===== src/rtl/serial_add_8bit.sv =====
// Bit-serial adder, LSB first: rebuilds minuend = difference + subtrahend.
// Start/busy/done handshake; sum and carry_out update only on completion.
module serial_add_8bit #(
  parameter int unsigned WIDTH = 8
) (
  input  logic             clk,
  input  logic             rst_n,
  input  logic             start,
  input  logic [WIDTH-1:0] a,
  input  logic [WIDTH-1:0] b,
  output logic             busy,
  output logic             done,
  output logic [WIDTH-1:0] sum,
  output logic             carry_out
);

  localparam int unsigned CNT_W = (WIDTH > 2) ? $clog2(WIDTH) : 1;

  typedef enum logic [1:0] {
    IDLE  = 2'd0,
    SHIFT = 2'd1,
    DONE  = 2'd2
  } state_t;

  state_t           state_q;
  logic [WIDTH-1:0] a_sr_q;
  logic [WIDTH-1:0] b_sr_q;
  logic [WIDTH-1:0] res_q;
  logic             c_q;
  logic [CNT_W-1:0] cnt_q;

  logic             s_d;
  logic             c_d;
  logic [WIDTH-1:0] res_d;
  logic             last_d;

  // One full-adder slice on the current LSBs plus the carry flop.
  always_comb begin
    s_d    = a_sr_q[0] ^ b_sr_q[0] ^ c_q;
    c_d    = (a_sr_q[0] & b_sr_q[0]) | (a_sr_q[0] & c_q) | (b_sr_q[0] & c_q);
    res_d  = {s_d, res_q[WIDTH-1:1]};
    last_d = (cnt_q == CNT_W'(WIDTH - 1));
  end

  // Control FSM and datapath registers; busy/done track the next state.
  always_ff @(posedge clk) begin
    if (!rst_n) begin
      state_q   <= IDLE;
      a_sr_q    <= '0;
      b_sr_q    <= '0;
      res_q     <= '0;
      c_q       <= 1'b0;
      cnt_q     <= '0;
      busy      <= 1'b0;
      done      <= 1'b0;
      sum       <= '0;
      carry_out <= 1'b0;
    end else begin
      busy <= 1'b0;
      done <= 1'b0;
      case (state_q)
        IDLE, DONE: begin
          if (start) begin
            a_sr_q  <= a;
            b_sr_q  <= b;
            res_q   <= '0;
            c_q     <= 1'b0;
            cnt_q   <= '0;
            state_q <= SHIFT;
            busy    <= 1'b1;
          end else begin
            state_q <= IDLE;
          end
        end
        SHIFT: begin
          a_sr_q <= {1'b0, a_sr_q[WIDTH-1:1]};
          b_sr_q <= {1'b0, b_sr_q[WIDTH-1:1]};
          res_q  <= res_d;
          c_q    <= c_d;
          cnt_q  <= cnt_q + CNT_W'(1);
          if (last_d) begin
            sum       <= res_d;
            carry_out <= c_d;
            state_q   <= DONE;
            done      <= 1'b1;
          end else begin
            busy <= 1'b1;
          end
        end
        default: state_q <= IDLE;
      endcase
    end
  end

endmodule


===== config.mk =====
export PLATFORM = sky130hd
export DESIGN_NAME = serial_add_8bit
export DESIGN_NICKNAME = d
export VERILOG_FILES = /design/src/rtl/serial_add_8bit.sv
export SDC_FILE = /design/constraint.sdc
export NUM_CORES = 1
export LEC_CHECK = 0
export CORE_UTILIZATION = 45
export DETAILED_ROUTE_END_ITERATION = 10
export PLACE_DENSITY = 0.66
export SLEW_MARGIN = 20
export SYNTH_ARGS = -nofsm -noshare
export SYNTH_HDL_FRONTEND = slang
export SYNTH_SLANG_ARGS = --single-unit

===== constraint.sdc =====
create_clock -name clk -period 2.63 [get_ports clk]
set_clock_uncertainty 0.2 [all_clocks]
set_input_delay 0.263 -clock clk [delete_from_list [all_inputs] [get_ports clk]]
set_output_delay 0.263 -clock clk [all_outputs]
set_load 0.01 [all_outputs]

# Word-level counts from Yosys, hierarchy flattened
# Cells that the tools add are included.
# totals
latch_bits	0
inputBits	19
register_bits	41
rom_bits	0
word_cells	46
mem_count	0
ram_bits	0
# classes
shift	0
mux	17
eq_ne	5
addsub	1
reduce_logical	6
order_cmp	0
div_mod_pow	0
n_bitwise	7
n_mul	0
# ops
cell	n
$pmux 8 s2	3
$mux 8	3
$pmux 3 s2	1
$reduce_and 2->1	3
$mux 1	5
$ne 2x2->1 const B	2
$pmux 1 s2	2
$pmux 2 s2	1
$add 3x1->3 const B	1
$and 1x1->1	3
$eq 3x3->1 const B	1
$mux 3	1
$eq 2x1->1 const B	1
$eq 2x2->1 const B	1
$logic_not 2->1	1
$mux 2	1
$or 1x1->1	2
$reduce_bool 2->1	1
$reduce_or 2->1	1
$xor 1x1->1	2

# Longest topological paths before layout
# depth
depth_word	4
mapped_depth	5
ltp_nobuf	5

# Least setup slack after synthesis
# Ideal clock, no wire load.
# synth_timing
kind	register to register
start	register cnt_q[0]
end	register carry_out
slack_ns	1.232
synth_period_minus_slack_ns	1.398
n_path_buf	1
arrival_time_ns	1.122
path_stages_with_launch	6
path_cell_list	dfxtp_1 ha_1 ha_1 buf_1 nand3_1 a21boi_0
# synth_via
elab_chain_len	2
# synth_rtl
item	line	rtl
start, declared	30	logic [CNT_W-1:0] cnt_q;
start signal, assigned	80	cnt_q <= cnt_q + CNT_W'(1);
$eq 3x3->1	42	last_d = (cnt_q == CNT_W'(WIDTH - 1));
net last_d	35	logic last_d;
$reduce_and 2->1 (no line)	n/a	
end signal, assigned	57	carry_out <= 1'b0;
end signal, assigned	83	carry_out <= c_d;
end, declared	14	output logic carry_out
# The timed path passes the listed nets, and every way through them passes these cells.
# A chain may end at the register's enable or synchronous reset.

# Final worst setup path
# layout_timing
start	register state_q[0]
end	register cnt_q[1]
# layout_via
elab_chain_len	4
elab_cells_between_ends	8
# layout_rtl
item	line	rtl
start, declared	25	state_t state_q;
start signal, assigned	48	state_q <= IDLE;
start signal, assigned	69	state_q <= SHIFT;
start signal, assigned	72	state_q <= IDLE;
$eq 2x2->1 / $logic_not 2->1 (equally long branches)	61	case (state_q)
$reduce_or 2->1	61	
$ne 2x2->1 (no line) / $reduce_bool 2->1 (equally long branches)	n/a	
$reduce_and 2->1 (no line)	n/a	
# Parallel ways exist; a longest one is shown, timed or not.

==> flow_summary.ini <==
[power]
vdd_drop_max_mv = 0.301
powerDensity_mw_per_mm2 = 557
p_leak_nw = 0.703

[logic_synthesis]
yosys.area_share.simple = 0.219
ys_seq_area_frac = 0.491
yosys.area.top_type = dfxtp_1
syn_area_per_cell_sq_um = 8.50
syn_inst = 192
synth_ff_type = dfxtp_1
synth_compound_area_frac = 0.201
synth_area_leaders = dfxtp_1 (49%), nand2_1 (11%), a21boi_0 (6.9%), nand3_1 (6.4%), a31oi_1 (5.4%)
syn-num-nets = 214
syn-cell-area_sq_mm = 0.00163
synth.area.mux_share = 0
synth_top_family_by_area = simple AND/OR/NAND/NOR gates
postSynth.asyncResetShare = 0
yosys_warnings = 0
post-synth-top-count-cell = nand2_1
yosys.area_share.xor_xnor = 0
ys_types = 23
synth_common_cells = nand2_1 (49), dfxtp_1 (40), nand3_1 (21)
synthAdderAreaFrac = 0.0276
synth-seq-cells = 40
synth_edf_count = 0
synth_top_area_frac = 0.491

[final_layout]
filler_cell_count = 333
multi_input_area_sq_um = 731
final_nets = 238
insertedDiodeCount = 0
final_util = 0.578
regArea_sq_um = 801
area_delta_synth_final_pct = 21.1
drive_gt1_frac = 0.0507

[clock_tree]
htreeDepth = 2
cts_tree = done
root_buffer = clkbuf_4
clk_latency_ns = 0.35
clk_pin_slew_ns = 0.11
numClockSinks = 40
cts.path.max_buffers = 2
cts_made_buffers = 5
cts_hold_buffers = 0
post-cts-setup-buffer-count = 0
cts_resized = 0

[floorplanning]
num_rows = 21
start_util = 0.478
die_area_sq_mm = 0.00387
chipHeight_um = 62.2
core-area_sq_mm = 0.00342
die_x_um = 62.2
num_io_pins = 30

[drt]
highest_layer = met4
vias = 1344
dr_wl_met2_um = 1440
met3_length_um = 115
drtPass1Iterations = 4
wl_per_cell_um = 11.9
drt-initial-drc-count = 71
wl_met1_um = 1510
viasPerCell = 5.11
routed_wl_um = 3130
route.detailed.drc = 0
ant_nets = 0

[worst_setup_path]
r2r_end = cnt_q[1]
r2r-start = state_q[0]
critPathSlowestCell = nand2b_1
worst_r2r_path_depth = 4
critPathArrivalTime_ns = 1.84
slowest_delay_ns = 0.56
r2r_setup_slack_ns = 0.88
worst_setup_path_end_kind = flip-flop
startpoint_type = flip-flop
critical_path_class = reg2reg
critical_path.max_fanout = 19
critical_path.cell_chain = nand2b_1, buf_4, nand3_1, a21boi_0
crit_required_ns = 2.71

[timing]
slew_headroom = 0.555
max_freq_mhz = 570
slew_viol_final = 0
rsz0062_at_grt = no
tightest_slew_ns = 0.667
fin_crit_sh = 0.667
setup_violations = 0
final.min_clock_period_ns = 1.75
setup-tns-final_ns = 0
hold_violations = 0

[hold_path]
hold_path_class = in2reg
hold_path_end = a_sr_q[7]
worst_hold_path.num_cells = 3
hold_start = a[7]

[placement]
gp_congestion = 0.749
dp_hpwl_um = 2090
io_buffers = 29

[global_route]
overflow = 0
grt_pass1_vias = 1214
grt_pass1_wl_um = 5380
antenna_found_initial = 0
grt_usage = 0.178
grt_max_degree = 41

[status]
outcome = finished clean

[flow_run]
drv_cap = 0
[critical path: cells and delay by family, from the launching register on]
family                 cells  cell delay [ns]
AO/OA/AOI/OAI              1             0.16
buffers and inverters      1             0.29
flip-flops                 1             0.39
AND/OR/NAND/NOR            2             0.64
[stage by stage]
step	hold WS (ns)	worst slack, ns	power, mW	std cells	area [sq um]
finish	0.255	0.875	1.10	263	1980
global route	0.245	0.685	1.16	263	1980
CTS	0.246	0.863	1.11	263	1980
detailed placement	0.256	0.647	0.794	255	1920
global placement	0.250	0.685	0.790	255	1920
floorplan	0.198	1.23	0.754	192	1630
[worst max-delay path by stage]
| stage | from | to | slack, ns | cells past startpoint |
|---|---|---|---|---|
| 4_1_cts | cnt_q[0] | carry_out | 0.86 | 6 |
| 3_5_place_dp | start | cnt_q[1] | 0.65 | 5 |
| 6_report | state_q[0] | cnt_q[1] | 0.88 | 4 |
| 2_1_floorplan | cnt_q[0] | carry_out | 1.23 | 5 |
| 3_3_place_gp | start | cnt_q[1] | 0.69 | 5 |
| 5_1_grt | cnt_q[0] | carry_out | 0.69 | 6 |
[report_power, final]
| group | switching [mW] | internal, mW | leakage, nW |
|---|---|---|---|
| combinational | 0.0696 | 0.0608 | 0.344 |
| sequential | 0.0156 | 0.634 | 0.326 |
| clock | 0.189 | 0.132 | 0.0326 |
| total | 0.274 | 0.827 | 0.703 |
[registers in the layout, indices dropped and copies added (netlist names)]
| signal | flops |
|---|---|
| sum | 8 |
| c_q | 1 |
| a_sr_q | 8 |
| b_sr_q | 8 |
| carry_out | 1 |
| cnt_q | 3 |
| res_q | 7 |
| state_q | 2 |
| done | 1 |
| busy | 1 |
[metal layers]
metal / vias up / track usage
met4: 0 / 0.0785
met1: 615 / 0.211
li1: 704 / -
met5: - / 0
met3: 5 / 0.0607
met2: 20 / 0.291
[cells by family (layout without fill, tap and decap cells)]
group                      Yosys count  after routing
DFF                                 40             40
and+or+nand+nor                     81             81
AOI/OAI and AO/OA                   51             51
adders and majority gates            3              3
buffers and inverters               17             42
[cell type report]
class	instances	share of cell area
clock buffer	8	0.0298
timing repair buffer	34	0.166
tap	46	0.0291
multi-input combinational	135	0.370
sequential	40	0.405
[placed cells by master (no fill, tap or decap)]
cell type / n
a21boi_0: 15
a21boi_1: 6
a31oi_1: 14
and2_1: 2
and2b_1: 1
and3_1: 3
buf_4: 5
clkbuf_1: 2
clkbuf_4: 5
clkbuf_8: 1
clkdlybuf4s50_1: 29
dfxtp_1: 40
fa_1: 1
ha_1: 2
nand2_1: 49
nand2b_1: 2
nand3_1: 21
nand3b_1: 1
nor2_1: 1
nor2b_1: 1
o21a_1: 1
o21ai_0: 15
Power figures use the tool's default switching activity.
